--- config.mk ---
export PLATFORM = sky130hd
export DESIGN_NAME = pc_sequencer
export DESIGN_NICKNAME = d
export VERILOG_FILES = /design/src/rtl/pc_sequencer.sv
export SDC_FILE = /design/constraint.sdc
export NUM_CORES = 1
export LEC_CHECK = 0
export ABC_CLOCK_PERIOD_IN_PS = 2600
export BUFFER_PORTS_ARGS = -buffer_cell sky130_fd_sc_hd__buf_4
export CORE_ASPECT_RATIO = 0.9
export CORE_MARGIN = 2
export CORE_UTILIZATION = 35
export CTS_BUF_LIST = sky130_fd_sc_hd__clkbuf_16
export CTS_CLUSTER_SIZE = 10
export DETAILED_ROUTE_END_ITERATION = 10
export GPL_ROUTABILITY_DRIVEN = 0
export PLACE_DENSITY = 0.56
export SLEW_MARGIN = 30
export SYNTH_ARGS = -nofsm -noshare
export SYNTH_HDL_FRONTEND = slang
export SYNTH_SLANG_ARGS = --single-unit
--- constraint.sdc ---
create_clock -name i_clk -period 2.6 [get_ports i_clk]
set_clock_uncertainty 0.05 [all_clocks]
set_input_delay 0.26 -clock i_clk [delete_from_list [all_inputs] [get_ports i_clk]]
set_output_delay 0.26 -clock i_clk [all_outputs]
set_load 0.02 [all_outputs]
--- src/rtl/pc_sequencer.sv ---
// Fetch-stage program counter with run control, stall/redirect and debug counters.
// All state advances on the falling edge of i_clk; i_reset is async active-low.
module pc_sequencer #(
    parameter int unsigned      NBITS        = 32,
    parameter logic [NBITS-1:0] RESET_VECTOR = '0,
    parameter int unsigned      INC          = 4,
    parameter int unsigned      CNT_BITS     = 32
) (
    input  logic                i_clk,
    input  logic                i_reset,
    input  logic                i_start,
    input  logic                i_step_mode,
    input  logic                i_step,
    input  logic                i_stall,
    input  logic                i_redirect,
    input  logic [NBITS-1:0]    i_redirect_pc,
    input  logic                i_halt,
    output logic [NBITS-1:0]    o_PC,
    output logic [NBITS-1:0]    o_PC_4,
    output logic [NBITS-1:0]    o_PC_8,
    output logic                o_valid,
    output logic [1:0]          o_state,
    output logic [CNT_BITS-1:0] o_cycle_count,
    output logic [CNT_BITS-1:0] o_instr_count
);

    // Clears the low log2(INC) bits so every PC is instruction aligned.
    localparam logic [NBITS-1:0] ALIGN_MASK = ~(NBITS'(INC) - NBITS'(1));
    localparam logic [NBITS-1:0] PC_RESET   = RESET_VECTOR & ALIGN_MASK;
    localparam logic [CNT_BITS-1:0] CNT_MAX = '1;

    typedef enum logic [1:0] {
        ST_IDLE   = 2'b00,
        ST_RUN    = 2'b01,
        ST_STEP   = 2'b10,
        ST_HALTED = 2'b11
    } state_t;

    state_t              state_q, state_d;
    logic [NBITS-1:0]    pc_q, pc_d;
    logic                valid_q, valid_d;
    logic                step_q;
    logic                step_edge;
    logic                advance_ok;
    logic                cycle_inc;
    logic [CNT_BITS-1:0] cycle_q, instr_q;

    assign step_edge = i_step & ~step_q;

    // State register.
    always_ff @(negedge i_clk or negedge i_reset) begin
        if (!i_reset) begin
            state_q <= ST_IDLE;
        end else begin
            state_q <= state_d;
        end
    end

    // Next-state logic; halt in RUN/STEP_WAIT is terminal until reset.
    always_comb begin
        state_d = state_q;
        case (state_q)
            ST_IDLE: begin
                if (i_start) state_d = i_step_mode ? ST_STEP : ST_RUN;
            end
            ST_RUN: begin
                if (i_halt)           state_d = ST_HALTED;
                else if (i_step_mode) state_d = ST_STEP;
            end
            ST_STEP: begin
                if (i_halt)            state_d = ST_HALTED;
                else if (!i_step_mode) state_d = ST_RUN;
            end
            default: state_d = ST_HALTED;
        endcase
    end

    // Datapath next values: PC advance priority is halt > redirect > stall > increment.
    always_comb begin
        pc_d       = pc_q;
        valid_d    = 1'b0;
        cycle_inc  = 1'b0;
        advance_ok = (state_q == ST_RUN) || ((state_q == ST_STEP) && step_edge);
        if ((state_q == ST_RUN) || (state_q == ST_STEP) || ((state_q == ST_IDLE) && i_start)) begin
            cycle_inc = 1'b1;
        end
        if (advance_ok && !i_halt) begin
            if (i_redirect) begin
                pc_d    = i_redirect_pc & ALIGN_MASK;
                valid_d = 1'b1;
            end else if (!i_stall) begin
                pc_d    = pc_q + NBITS'(INC);
                valid_d = 1'b1;
            end
        end
    end

    // PC, fetch-valid, step edge detector and saturating counters.
    always_ff @(negedge i_clk or negedge i_reset) begin
        if (!i_reset) begin
            pc_q    <= PC_RESET;
            valid_q <= 1'b0;
            step_q  <= 1'b0;
            cycle_q <= '0;
            instr_q <= '0;
        end else begin
            pc_q    <= pc_d;
            valid_q <= valid_d;
            step_q  <= i_step;
            if (cycle_inc && (cycle_q != CNT_MAX)) cycle_q <= cycle_q + CNT_BITS'(1);
            if (valid_d && (instr_q != CNT_MAX))   instr_q <= instr_q + CNT_BITS'(1);
        end
    end

    // Sequential-fetch addresses follow the PC register combinationally.
    always_comb begin
        o_PC          = pc_q;
        o_PC_4        = pc_q + NBITS'(INC);
        o_PC_8        = pc_q + NBITS'(2 * INC);
        o_valid       = valid_q;
        o_state       = state_q;
        o_cycle_count = cycle_q;
        o_instr_count = instr_q;
    end

endmodule

==> metrics.md, run 1 <==
| Metric | Value |
|---|---|
| Outcome | finished with violations |
| Failing checks | setup timing |
| Max Transition Viols Final | 0 |
| Post-synthesis cell area | slightly above 0.006 mm^2 |
| Initial antenna violation count | 0 |
| Sequential fraction of the synthesis area | 0.407 |
| Ratio of cells with drive above 1 in the final layout | 0.554 |
| Final setup vio count | 98 |
| Clk slew on worst S/H paths | 0.05 ns |
| Core ar. | 0.0169 mm^2 |
| Chip Height | 129 um |
| Power per cell area | approximately 940 mW/mm^2 |
| Num CTS Buffers | 9 |
| Pwr Total | 10.5 mW |
| Non-filler cells, final | between 1000 and 1500 |
| Die Wd | roughly 140 um |
| Area grow syn2layout | 86.2% |
| Unrepaired setup endpoints after global routing | true |
| Syn_area_per_cell | a little over 9 um^2 |
| CP required | 2.29 ns |
| Synth area leaders | dfrtn_1 41%, xnor2_1 9.7%, xor2_1 7.0%, nand3_1 4.0%, nand4_1 3.8% |
| Worst Tran Pin Value | approximately 0.65 ns |
| Worst hold stages | 1 |
| Gr usage total | 0.237 |
| CP Launch Type | flop |
| Maximum Capacitance Violations | 0 |
| Synth area leader | dfrtn_1 |
| IO Pins | between 200 and 250 |
| Most common cell after layout, fill and taps aside | buf_4 |
| PortBufs | between 150 and 200 |
| Max clock buf depth | 2 |
| Distinct cells, synth | between 60 and 70 |
| CP max FO | 6 |
| Post-synth top area share | 0.407 |
| Clock Latency Late Sink | about 0.35 ns |
| NumNets Final | approximately 1100 |
| TritonCTS clock tree | built |
| GRT overflow | 0 |
| Most frequent cells in the layout | 305 x buf_4, 108 x buf_6, 98 x dfrtn_1 |
| Crit Path Class | reg2out |
| Placement row count | 45 |
| Critical Path Sink Type | primary output |
| Pre-antenna DRT Iters | 4 |
| Dpl cells | 1147 |
| WL final | roughly 22000 um |
| Peak VDD IR | 735 uV |
| Slew headroom | 0.565 |
| Final worst slack | -1.28 ns |
| Drc violations | 0 |
| Layout fillers | 1300 |
| Largest net degree at the start of global routing | 43 |
| H-tree Lvls | 3 |
| Clk root buf | clkbuf_16 |
| Gate Count Post-Synth | between 600 and 700 |
| Final hold vios | 0 |
| Starting Density | 0.357 |
| Post-CTS Hold Fix Bufs | 0 |
| First-pass GRT wire length | ~34000 um |
| Vias per inst | about 5.2 |
| DR iter-0 viols | 324 |
| Post-synth EDFFs | 0 |
| Register area | between 0.002 and 0.0025 mm^2 |
| Area of the multi-input gates | ~0.0043 mm^2 |
| Worst Hold Class | reg2reg |
| Top FF cell, synth | dfrtn_1 |
| Warnings from Yosys | 0 |
| Pleak | 5.36 nW |
| Via Count | 6573 |
| Routed length per instance | 17.5 um |
| Setup TNS | -61.22 ns |
| Worst reg2reg path depth | 10 |
| Vias in the first global route | approximately 6600 |
| Final ANT Viol Nets | 0 |
| Synthesized flop and latch total | 98 |
| Antenna Cells | 0 |
| Die Area | 0.0183 mm^2 |
| Dpl hpwl | about 16000 um |
| Total clock sinks | 98 |
| Ys async rst share | 1.00 |
| Data arrival, critical path | 3.57 ns |
[path summary, 6_finish.rpt]
kind	from	endpoint	slack, ns
setup / recovery	o_PC[4]	o_PC_8[23]	-1.28
hold / removal	o_cycle_count[31]	o_cycle_count[31]	0.39
setup reg to reg	o_PC[4]	o_PC[19]	0.28
hold reg to reg	o_cycle_count[31]	o_cycle_count[31]	0.39
max in group asynchronous	i_reset	o_instr_count[8]	0.99
min in group asynchronous	i_reset	o_PC[4]	0.95
[what timing repair did]
action                     in CTS  in global routing
cloned                          0                  1
hold endpoints to repair        0                  0
resized for setup             138                 51
pin swaps                      35                 38
buffers inserted               82                 38
setup endpoints to repair     145                125
[synthesized netlist by cell type, drive strengths merged, types with 9 or more instances]
master / instances
nor3: 13
dfrtn: 98
and3: 13
and4: 11
a21oi: 15
a31oi: 11
xnor2: 67
nand4: 39
buf: 23
nor4: 21
nand3: 50
clkbuf: 26
nand2: 49
o22a: 9
inv: 17
nor2: 53
xor2: 48
o21a: 9
o21ai: 20
[registers in the layout (all words and copies together) (netlist names)]
name	flops
o_PC	30
o_instr_count	32
o_state	2
o_cycle_count	32
o_valid	1
step_q	1
[routing by layer]
metal | wire length [um] | vias up | share of wire | track usage
met5 | 0 | - | 0 | 0
met4 | 456 | 0 | 0.020 | 0.0810
met3 | 1100 | 32 | 0.050 | 0.0328
met2 | 10800 | 207 | 0.49 | 0.400
met1 | 9850 | 3229 | 0.44 | 0.316
li1 | - | 3105 | - | -
[cell families after synthesis]
group | count (synthesis) | synth area share
xor+xnor | 115 | 0.167
simple gates | 273 | 0.250
fa+ha+maj | 8 | 0.0166
flops | 98 | 0.407
buf+inv | 66 | 0.0479
compound gates | 87 | 0.0965
mux | 9 | 0.0153
other cells | 1 | 0.000622
[stage by stage]
stage	setup slack [ns]	area, um^2	hold WS (ns)	util
2_1_floorplan	-1.22	6890	0.450	-
3_3_place_gp	-0.972	9340	0.369	0.553
3_5_place_dp	-1.02	9340	0.387	0.553
4_1_cts	-1.27	10800	0.392	0.640
5_1_grt	-1.33	11200	0.410	0.665
6_report	-1.28	11200	0.391	0.665
[critical path, cell delays in order, from the launching register on]
cell	delay [ns]
dfrtn_1	0.51
ha_4	0.17
and3_4	0.17
nand4_1	0.13
buf_4	0.23
or3_1	0.38
xnor2_2	0.16
buf_4	0.16
[cell type report]
| cell class | count | area share |
|---|---|---|
| tap | 211 | 0.0235 |
| clock inverter | 7 | 0.00813 |
| multi-input combinational | 498 | 0.384 |
| inverter | 17 | 0.00568 |
| timing repair buffer | 430 | 0.340 |
| clock buffer | 9 | 0.0200 |
| sequential | 98 | 0.218 |
[power by group]
part	switching, mW	leakage (nW)	internal, mW
Combinational	3.44	3.94	3.44
Sequential	0.321	1.26	1.89
Clock	0.611	0.161	0.845
Total	4.37	5.36	6.17
No activity file was read; power rests on OpenSTA's default activity.
==> inputs of run 2 (changes only) <==
--- a/config.mk
+++ b/config.mk
@@ -5,8 +5,10 @@
 export SDC_FILE = /design/constraint.sdc
 export NUM_CORES = 1
 export LEC_CHECK = 0
-export ABC_CLOCK_PERIOD_IN_PS = 2600
+export ABC_CLOCK_PERIOD_IN_PS = 4900
 export BUFFER_PORTS_ARGS = -buffer_cell sky130_fd_sc_hd__buf_4
+export CELL_PAD_IN_SITES_DETAIL_PLACEMENT = 0
+export CELL_PAD_IN_SITES_GLOBAL_PLACEMENT = 1
 export CORE_ASPECT_RATIO = 0.9
 export CORE_MARGIN = 2
 export CORE_UTILIZATION = 35
@@ -14,7 +16,7 @@
 export CTS_CLUSTER_SIZE = 10
 export DETAILED_ROUTE_END_ITERATION = 10
 export GPL_ROUTABILITY_DRIVEN = 0
-export PLACE_DENSITY = 0.56
+export PLACE_DENSITY = 0.73
 export SLEW_MARGIN = 30
 export SYNTH_ARGS = -nofsm -noshare
 export SYNTH_HDL_FRONTEND = slang
==> constraint.sdc (replaced) <==
create_clock -name i_clk -period 4.9 [get_ports i_clk]
set_clock_uncertainty 0.05 [all_clocks]
set_input_delay 0.49 -clock i_clk [delete_from_list [all_inputs] [get_ports i_clk]]
set_output_delay 0.49 -clock i_clk [all_outputs]
set_load 0.02 [all_outputs]
==> run 2 against run 1 <==
  * The flow still finishes with violations (setup timing)
  * Wire length down 10%
  * Clock power decreased by 53%
  * Largest power group unchanged
  * Worst setup slack improved by 0.94 ns
  * Register-to-register slack gained 2.3 ns
  * Count of clock-buffer cells in the layout is the same
  * Sequential power down 44%
  * Final area decreased by 17%
  * Critical path depth did not move
==> metrics.md, run 2 (synthesized netlist as in run 1, its figures left out) <==
| Metric | Value |
|---|---|
| Outcome | finished with violations (unchanged) |
| Failing checks | setup timing (unchanged) |
| Crit path buffers/inverters | 1 (was 2) |
| Post-CTS Hold Fix Bufs | 0 (unchanged) |
| Setup TNS | -9.92 ns (was -61.22 ns) |
| Clock Latency Late Sink | 0.35 ns (about the same) |
| Total clock sinks | 98 (unchanged) |
| Peak VDD IR | 278 uV (was 735 uV) |
| CP required | 4.36 ns (was 2.29 ns) |
| Vias per inst | 5.28 (was 5.18) |
| Die Area | 0.0183 mm^2 (unchanged) |
| Chip Height | 129 um (unchanged) |
| Dpl ws | -0.0933 ns (was -1.02 ns) |
| GRT overflow | 0 (unchanged) |
| Most frequent cells in the layout | 272 x buf_4, 98 x dfrtn_1, 49 x xnor2_1 (was 305 x buf_4, 108 x buf_6, 98 x dfrtn_1) |
| Slew headroom | 0.617 (was 0.565) |
| Worst reg2reg path depth | 6 (was 10) |
| Vias in the first global route | 5833 (was 6565) |
| Internal Power | 2.57 mW (was 6.17 mW) |
| Ratio of cells with drive above 1 in the final layout | 0.437 (was 0.554) |
| DR iter-0 viols | 249 (was 324) |
| Die Wd | 142 um (unchanged) |
| Final setup vio count | 44 (was 98) |
| Worst Hold Class | reg2reg (unchanged) |
| TritonCTS clock tree | built (unchanged) |
| Dpl hpwl | 14500 um (was 15500 um) |
| Data arrival, critical path | 4.70 ns (was 3.57 ns) |
| Most common cell after layout, fill and taps aside | buf_4 (unchanged) |
| Gr usage total | 0.211 (was 0.237) |
| Num CTS Buffers | 9 (unchanged) |
| Max Transition Viols Final | 0 (unchanged) |
| Crit Path Class | reg2out (unchanged) |
| CP Launch Type | flop (unchanged) |
| Max incr delay on CP | 0.50 ns (was 0.51 ns) |
| Final worst slack | -0.344 ns (was -1.28 ns) |
| IO Pins | 203 (unchanged) |
| PortBufs | 194 (unchanged) |
| Power per cell area | 501 mW/mm^2 (was 939 mW/mm^2) |
| Clk slew on worst S/H paths | 0.05 ns (about the same) |
| Switching Share | 0.451 (was 0.415) |
| Maximum Capacitance Violations | 0 (unchanged) |
| Critical Path Sink Type | primary output (unchanged) |
| Clock network fraction of total power | 0.146 (was 0.138) |
| Routed length per instance | 17.5 um (about the same) |
| First-pass GRT wire length | 30400 um (was 34300 um) |
| Largest net degree at the start of global routing | 65 (was 43) |
| Clk root buf | clkbuf_16 (unchanged) |
| Worst reg2reg path startpoint | o_cycle_count[0] (was o_PC[4]) |
| Placement row count | 45 (unchanged) |
| RR Endpoint | o_cycle_count[18] (was o_PC[19]) |
| Worst hold stages | 1 (unchanged) |
| Sequential share of power | 0.265 (was 0.210) |
| Worst Tran Pin Value | 0.570 ns (was 0.646 ns) |
| WL final | 19900 um (was 22200 um) |
| Worst Hold End | o_instr_count[23] (was o_cycle_count[31]) |
| Pwr Total | 4.67 mW (was 10.5 mW) |
| Comb power frac | 0.589 (was 0.652) |
| Reg-to-reg setup timing slack | 2.56 ns (was 0.28 ns) |
| Final hold vios | 0 (unchanged) |
| NumNets Final | 968 (was 1102) |
| Top delay family on crit path | simple AND/OR/NAND/NOR gates (unchanged) |
| Starting Density | 0.357 (unchanged) |
| Drc violations | 0 (unchanged) |
| Area grow syn2layout | 54.6% (was 86.2%) |
| Max clock buf depth | 2 (unchanged) |
| Pleak | 4.41 nW (was 5.36 nW) |
| Initial antenna violation count | 1 (was 0) |
| Origin of the worst setup path | o_PC[3] (was o_PC[4]) |
| Via Count | 6002 (was 6573) |
| Pre-antenna DRT Iters | 4 (unchanged) |
| Unrepaired setup endpoints after global routing | true (unchanged) |
| Final ANT Viol Nets | 0 (unchanged) |
| Cells along the critical path | ha_4 -> and3_4 -> nand4_1 -> or3_4 -> or2_4 -> xnor2_2 -> buf_4 (was ha_4 -> and3_4 -> nand4_1 -> buf_4 -> or3_1 -> xnor2_2 -> buf_4) |
| Core ar. | 0.0169 mm^2 (unchanged) |
| CP max FO | 4 (was 6) |
| Hold wc startpoint | o_instr_count[23] (was o_cycle_count[31]) |
| Switching pwr | 2.11 mW (was 4.37 mW) |
| Critical Path Slowest Stage Cell | dfrtn_1 (unchanged) |
| H-tree Lvls | 3 (unchanged) |
==> run 2: metal layers <==
layer | wire, um | part of all wire | vias up | track usage
li1 | - | - | 2839 | -
met1 | 8600 | 0.43 | 2932 | 0.266
met2 | 9450 | 0.47 | 202 | 0.354
met3 | 1500 | 0.075 | 29 | 0.0614
met4 | 396 | 0.020 | 0 | 0.0600
met5 | 0 | 0 | - | 0
==> run 2: cell type report <==
| cell class | instances | area [um^2] |
|---|---|---|
| inverters | 17 | 63.8 |
| well taps | 211 | 264 |
| diodes | 1 | 2.50 |
| clock buffers | 9 | 225 |
| fillers | 1499 | 7560 |
| flip-flops and latches | 98 | 2450 |
| repair buffers | 296 | 2340 |
| clock inverters | 7 | 52.6 |
| multi-input cells | 498 | 3930 |
==> run 2: how the worst max path moves through the flow <==
| stage | end | slack (ns) | depth (start not counted) |
|---|---|---|---|
| after detailed placement | o_PC_8[29] | -0.09 | 7 |
| after CTS | o_PC_8[31] | -0.38 | 7 |
| after global placement | o_PC_8[29] | -0.06 | 7 |
| final | o_PC_8[31] | -0.34 | 7 |
| after floorplan | o_PC_8[31] | -0.31 | 6 |
| after global routing | o_PC_8[31] | -0.45 | 7 |
==> run 2: power by group through the flow <==
stage	Sequential, mW	Clock [mW]	Combinational, mW
global placement	1.23	0	2.52
CTS	1.23	0.707	2.68
finish	1.24	0.683	2.75
global route	1.27	0.737	2.92
detailed placement	1.24	0	2.55
floorplan	1.39	0	1.26
==> run 2: worst register-to-register path: cells and delay by family, from the launching register on <==
family	cells	cell delay, ns
AND/OR/NAND/NOR	4	1.28
XOR/XNOR	1	0.14
adder cells (fa/ha/maj)	1	0.22
flip-flops	1	0.50
==> run 2: repair_timing <==
item / CTS / global route
setup endpoints to repair: 46 / 49
hold endpoints to repair: 0 / 0
buffers inserted: 23 / 14
pin swaps: 28 / 18
cloned: 0 / 0
gates resized for setup: 76 / 23
==> run 2: stage by stage <==
stage	std cells	hold WS [ns]	cell area, um^2	utilization
after floorplan	662	0.467	6250	-
after global placement	1089	0.385	8330	0.493
after detailed placement	1089	0.388	8330	0.493
after CTS	1125	0.397	9140	0.541
after global routing	1137	0.424	9330	0.552
final	1137	0.393	9330	0.552
==> inputs of run 3 (changes only) <==
--- a/config.mk
+++ b/config.mk
@@ -5,18 +5,18 @@
 export SDC_FILE = /design/constraint.sdc
 export NUM_CORES = 1
 export LEC_CHECK = 0
-export ABC_CLOCK_PERIOD_IN_PS = 4900
+export ABC_CLOCK_PERIOD_IN_PS = 4500
 export BUFFER_PORTS_ARGS = -buffer_cell sky130_fd_sc_hd__buf_4
 export CELL_PAD_IN_SITES_DETAIL_PLACEMENT = 0
 export CELL_PAD_IN_SITES_GLOBAL_PLACEMENT = 1
 export CORE_ASPECT_RATIO = 0.9
 export CORE_MARGIN = 2
-export CORE_UTILIZATION = 35
+export CORE_UTILIZATION = 34
 export CTS_BUF_LIST = sky130_fd_sc_hd__clkbuf_16
 export CTS_CLUSTER_SIZE = 10
 export DETAILED_ROUTE_END_ITERATION = 10
 export GPL_ROUTABILITY_DRIVEN = 0
-export PLACE_DENSITY = 0.73
+export PLACE_DENSITY = 0.74
 export SLEW_MARGIN = 30
 export SYNTH_ARGS = -nofsm -noshare
 export SYNTH_HDL_FRONTEND = slang
==> constraint.sdc (replaced) <==
create_clock -name i_clk -period 4.5 [get_ports i_clk]
set_clock_uncertainty 0.05 [all_clocks]
set_input_delay 0.45 -clock i_clk [delete_from_list [all_inputs] [get_ports i_clk]]
set_output_delay 0.45 -clock i_clk [all_outputs]
set_load 0.02 [all_outputs]
==> run 3 against run 2 <==
  * The run still ends with setup timing left
  * Die area grew 2.9%
  * Largest cell class unchanged
  * Largest power group unchanged
  * Sequential power is 8% higher
  * Final area is 4.2% higher
==> metrics.md, run 3 (synthesized netlist as in run 1, its figures left out) <==
| Metric | Value |
|---|---|
| First-pass GRT wire length | 30400 um (about the same) |
| Pre-antenna DRT Iters | 5 (was 4) |
| Slew headroom | 0.600 (was 0.617) |
| Die Wd | 144 um (was 142 um) |
| RR Endpoint | o_cycle_count[18] (unchanged) |
| Worst Hold End | o_instr_count[23] (unchanged) |
| Worst Tran Pin Value | 0.596 ns (was 0.570 ns) |
| Hold wc startpoint | o_instr_count[23] (unchanged) |
| Clock Latency Late Sink | 0.35 ns (about the same) |
| Num CTS Buffers | 9 (unchanged) |
| Drc violations | 0 (unchanged) |
| Die Area | 0.0188 mm^2 (was 0.0183 mm^2) |
| Most common cell after layout, fill and taps aside | buf_4 (unchanged) |
| WL final | 20100 um (was 19900 um) |
| Unrepaired setup endpoints after global routing | true (unchanged) |
| Placement row count | 46 (was 45) |
| Max Transition Viols Final | 0 (unchanged) |
| CP required | 4.00 ns (was 4.36 ns) |
| Worst reg2reg path depth | 6 (unchanged) |
| Outcome | finished with violations (unchanged) |
| CP Launch Type | flop (unchanged) |
| Data arrival, critical path | 4.54 ns (was 4.70 ns) |
| Failing checks | setup timing (unchanged) |
| DR iter-0 viols | 273 (was 249) |
| Worst reg2reg path startpoint | o_cycle_count[0] (unchanged) |
| Largest net degree at the start of global routing | 42 (was 65) |
| Critical Path Slowest Stage Cell | dfrtn_1 (unchanged) |
| Routed length per instance | 17.1 um (was 17.5 um) |
| H-tree Lvls | 3 (unchanged) |
| GRT overflow | 0 (unchanged) |
| Gr usage total | 0.205 (was 0.211) |
| NumNets Final | 985 (was 968) |
| Max clock buf depth | 2 (unchanged) |
| Vias per inst | 5.15 (was 5.28) |
| Initial antenna violation count | 0 (was 1) |
| Max incr delay on CP | 0.47 ns (was 0.50 ns) |
| Power per cell area | 543 mW/mm^2 (was 501 mW/mm^2) |
| CP dominant cell by count | buf_6 |
| Core ar. | 0.0175 mm^2 (was 0.0169 mm^2) |
| Clk root buf | clkbuf_16 (unchanged) |
| Pleak | 4.57 nW (was 4.41 nW) |
| Antenna Cells | 0 (was 1) |
| Top delay family on crit path | buffers and inverters (was simple AND/OR/NAND/NOR gates) |
| PortBufs | 194 (unchanged) |
| TritonCTS clock tree | built (unchanged) |
| Critical Path Sink Type | primary output (unchanged) |
| Vias in the first global route | 5843 (was 5833) |
| Clk slew on worst S/H paths | 0.05 ns (about the same) |
| Worst hold stages | 1 (unchanged) |
| Chip Height | 130 um (was 129 um) |
| Reg-to-reg setup timing slack | 2.06 ns (was 2.56 ns) |
| Final hold vios | 0 (unchanged) |
| Setup TNS | -16.64 ns (was -9.92 ns) |
| Most frequent cells in the layout | 275 x buf_4, 98 x dfrtn_1, 47 x xnor2_1 (was 272 x buf_4, 98 x dfrtn_1, 49 x xnor2_1) |
| Final ANT Viol Nets | 0 (unchanged) |
| Maximum Capacitance Violations | 0 (unchanged) |
| CP max FO | 3 (was 4) |
| Pwr Total | 5.28 mW (was 4.67 mW) |
| Ratio of cells with drive above 1 in the final layout | 0.467 (was 0.437) |
| Area grow syn2layout | 61.2% (was 54.6%) |
| Via Count | 6080 (was 6002) |
| Crit Path Class | reg2out (unchanged) |
| Dpl hpwl | 14700 um (was 14500 um) |
| Final setup vio count | 51 (was 44) |
| Dpl ws | -0.251 ns (was -0.0933 ns) |
| Cells along the critical path | ha_2 -> buf_6 -> and3_4 -> nand3_4 -> buf_12 -> nor4_4 -> buf_4 -> xor2_2 -> buf_6 (was ha_4 -> and3_4 -> nand4_1 -> or3_4 -> or2_4 -> xnor2_2 -> buf_4) |
| Peak VDD IR | 327 uV (was 278 uV) |
| Worst Hold Class | reg2reg (unchanged) |
| Origin of the worst setup path | o_PC[4] (was o_PC[3]) |
| IO Pins | 203 (unchanged) |
| Total clock sinks | 98 (unchanged) |
| Post-CTS Hold Fix Bufs | 0 (unchanged) |
| Starting Density | 0.345 (was 0.357) |
| Final worst slack | -0.542 ns (was -0.344 ns) |
| Crit path buffers/inverters | 4 (was 1) |
## run 3: timing repair
action	4_1_cts	5_1_grt
setup buffers	10	22
setup endpoints to repair	50	50
pin swaps	23	29
resized for setup	66	47
## run 3: worst max-delay path by stage
stage,to,cells after the start
global placement,o_PC_4[30],6
finish,o_PC_4[25],9
CTS,o_PC_4[30],6
detailed placement,o_PC_4[30],6
global route,o_PC_4[25],9
floorplan,o_PC_8[31],6
## run 3: per-stage QoR
stage	utilization	hold slack [ns]	std cells	instance area, um^2
floorplan	-	0.467	662	6470
global placement	0.495	0.388	1136	8670
detailed placement	0.495	0.392	1136	8670
CTS	0.534	0.393	1160	9350
global route	0.556	0.420	1181	9720
finish	0.556	0.398	1181	9720
## run 3: final cells by class
cell class                      instances  area [um^2]
Clock buffer                            9          225
Clock inverter                          6         67.6
Fill cell                            1574         7770
Inverter                               17         63.8
Multi-Input combinational cell        498         4090
Sequential cell                        98         2450
Tap cell                              240          300
Timing Repair Buffer                  313         2520
## run 3: routing by layer
metal / track usage / routed length [um] / up-vias
met5: 0 / 0 / -
met4: 0.0737 / 363 / 0
met3: 0.0484 / 1490 / 25
met2: 0.335 / 9570 / 196
met1: 0.267 / 8720 / 3001
li1: - / - / 2858
## run 3: worst reg2reg max path, delay by kind of cell (launching register included)
| family | cells | cell delay, ns |
|---|---|---|
| xor+xnor | 1 | 0.15 |
| fa+ha+maj | 1 | 0.22 |
| flops | 1 | 0.48 |
| simple gates | 4 | 1.38 |
## run 3: power breakdown
group	switching [mW]	internal, mW	leakage, nW
logic	1.73	1.42	3.16
clock network	0.361	0.432	0.144
registers	0.246	1.09	1.26
total	2.34	2.94	4.57
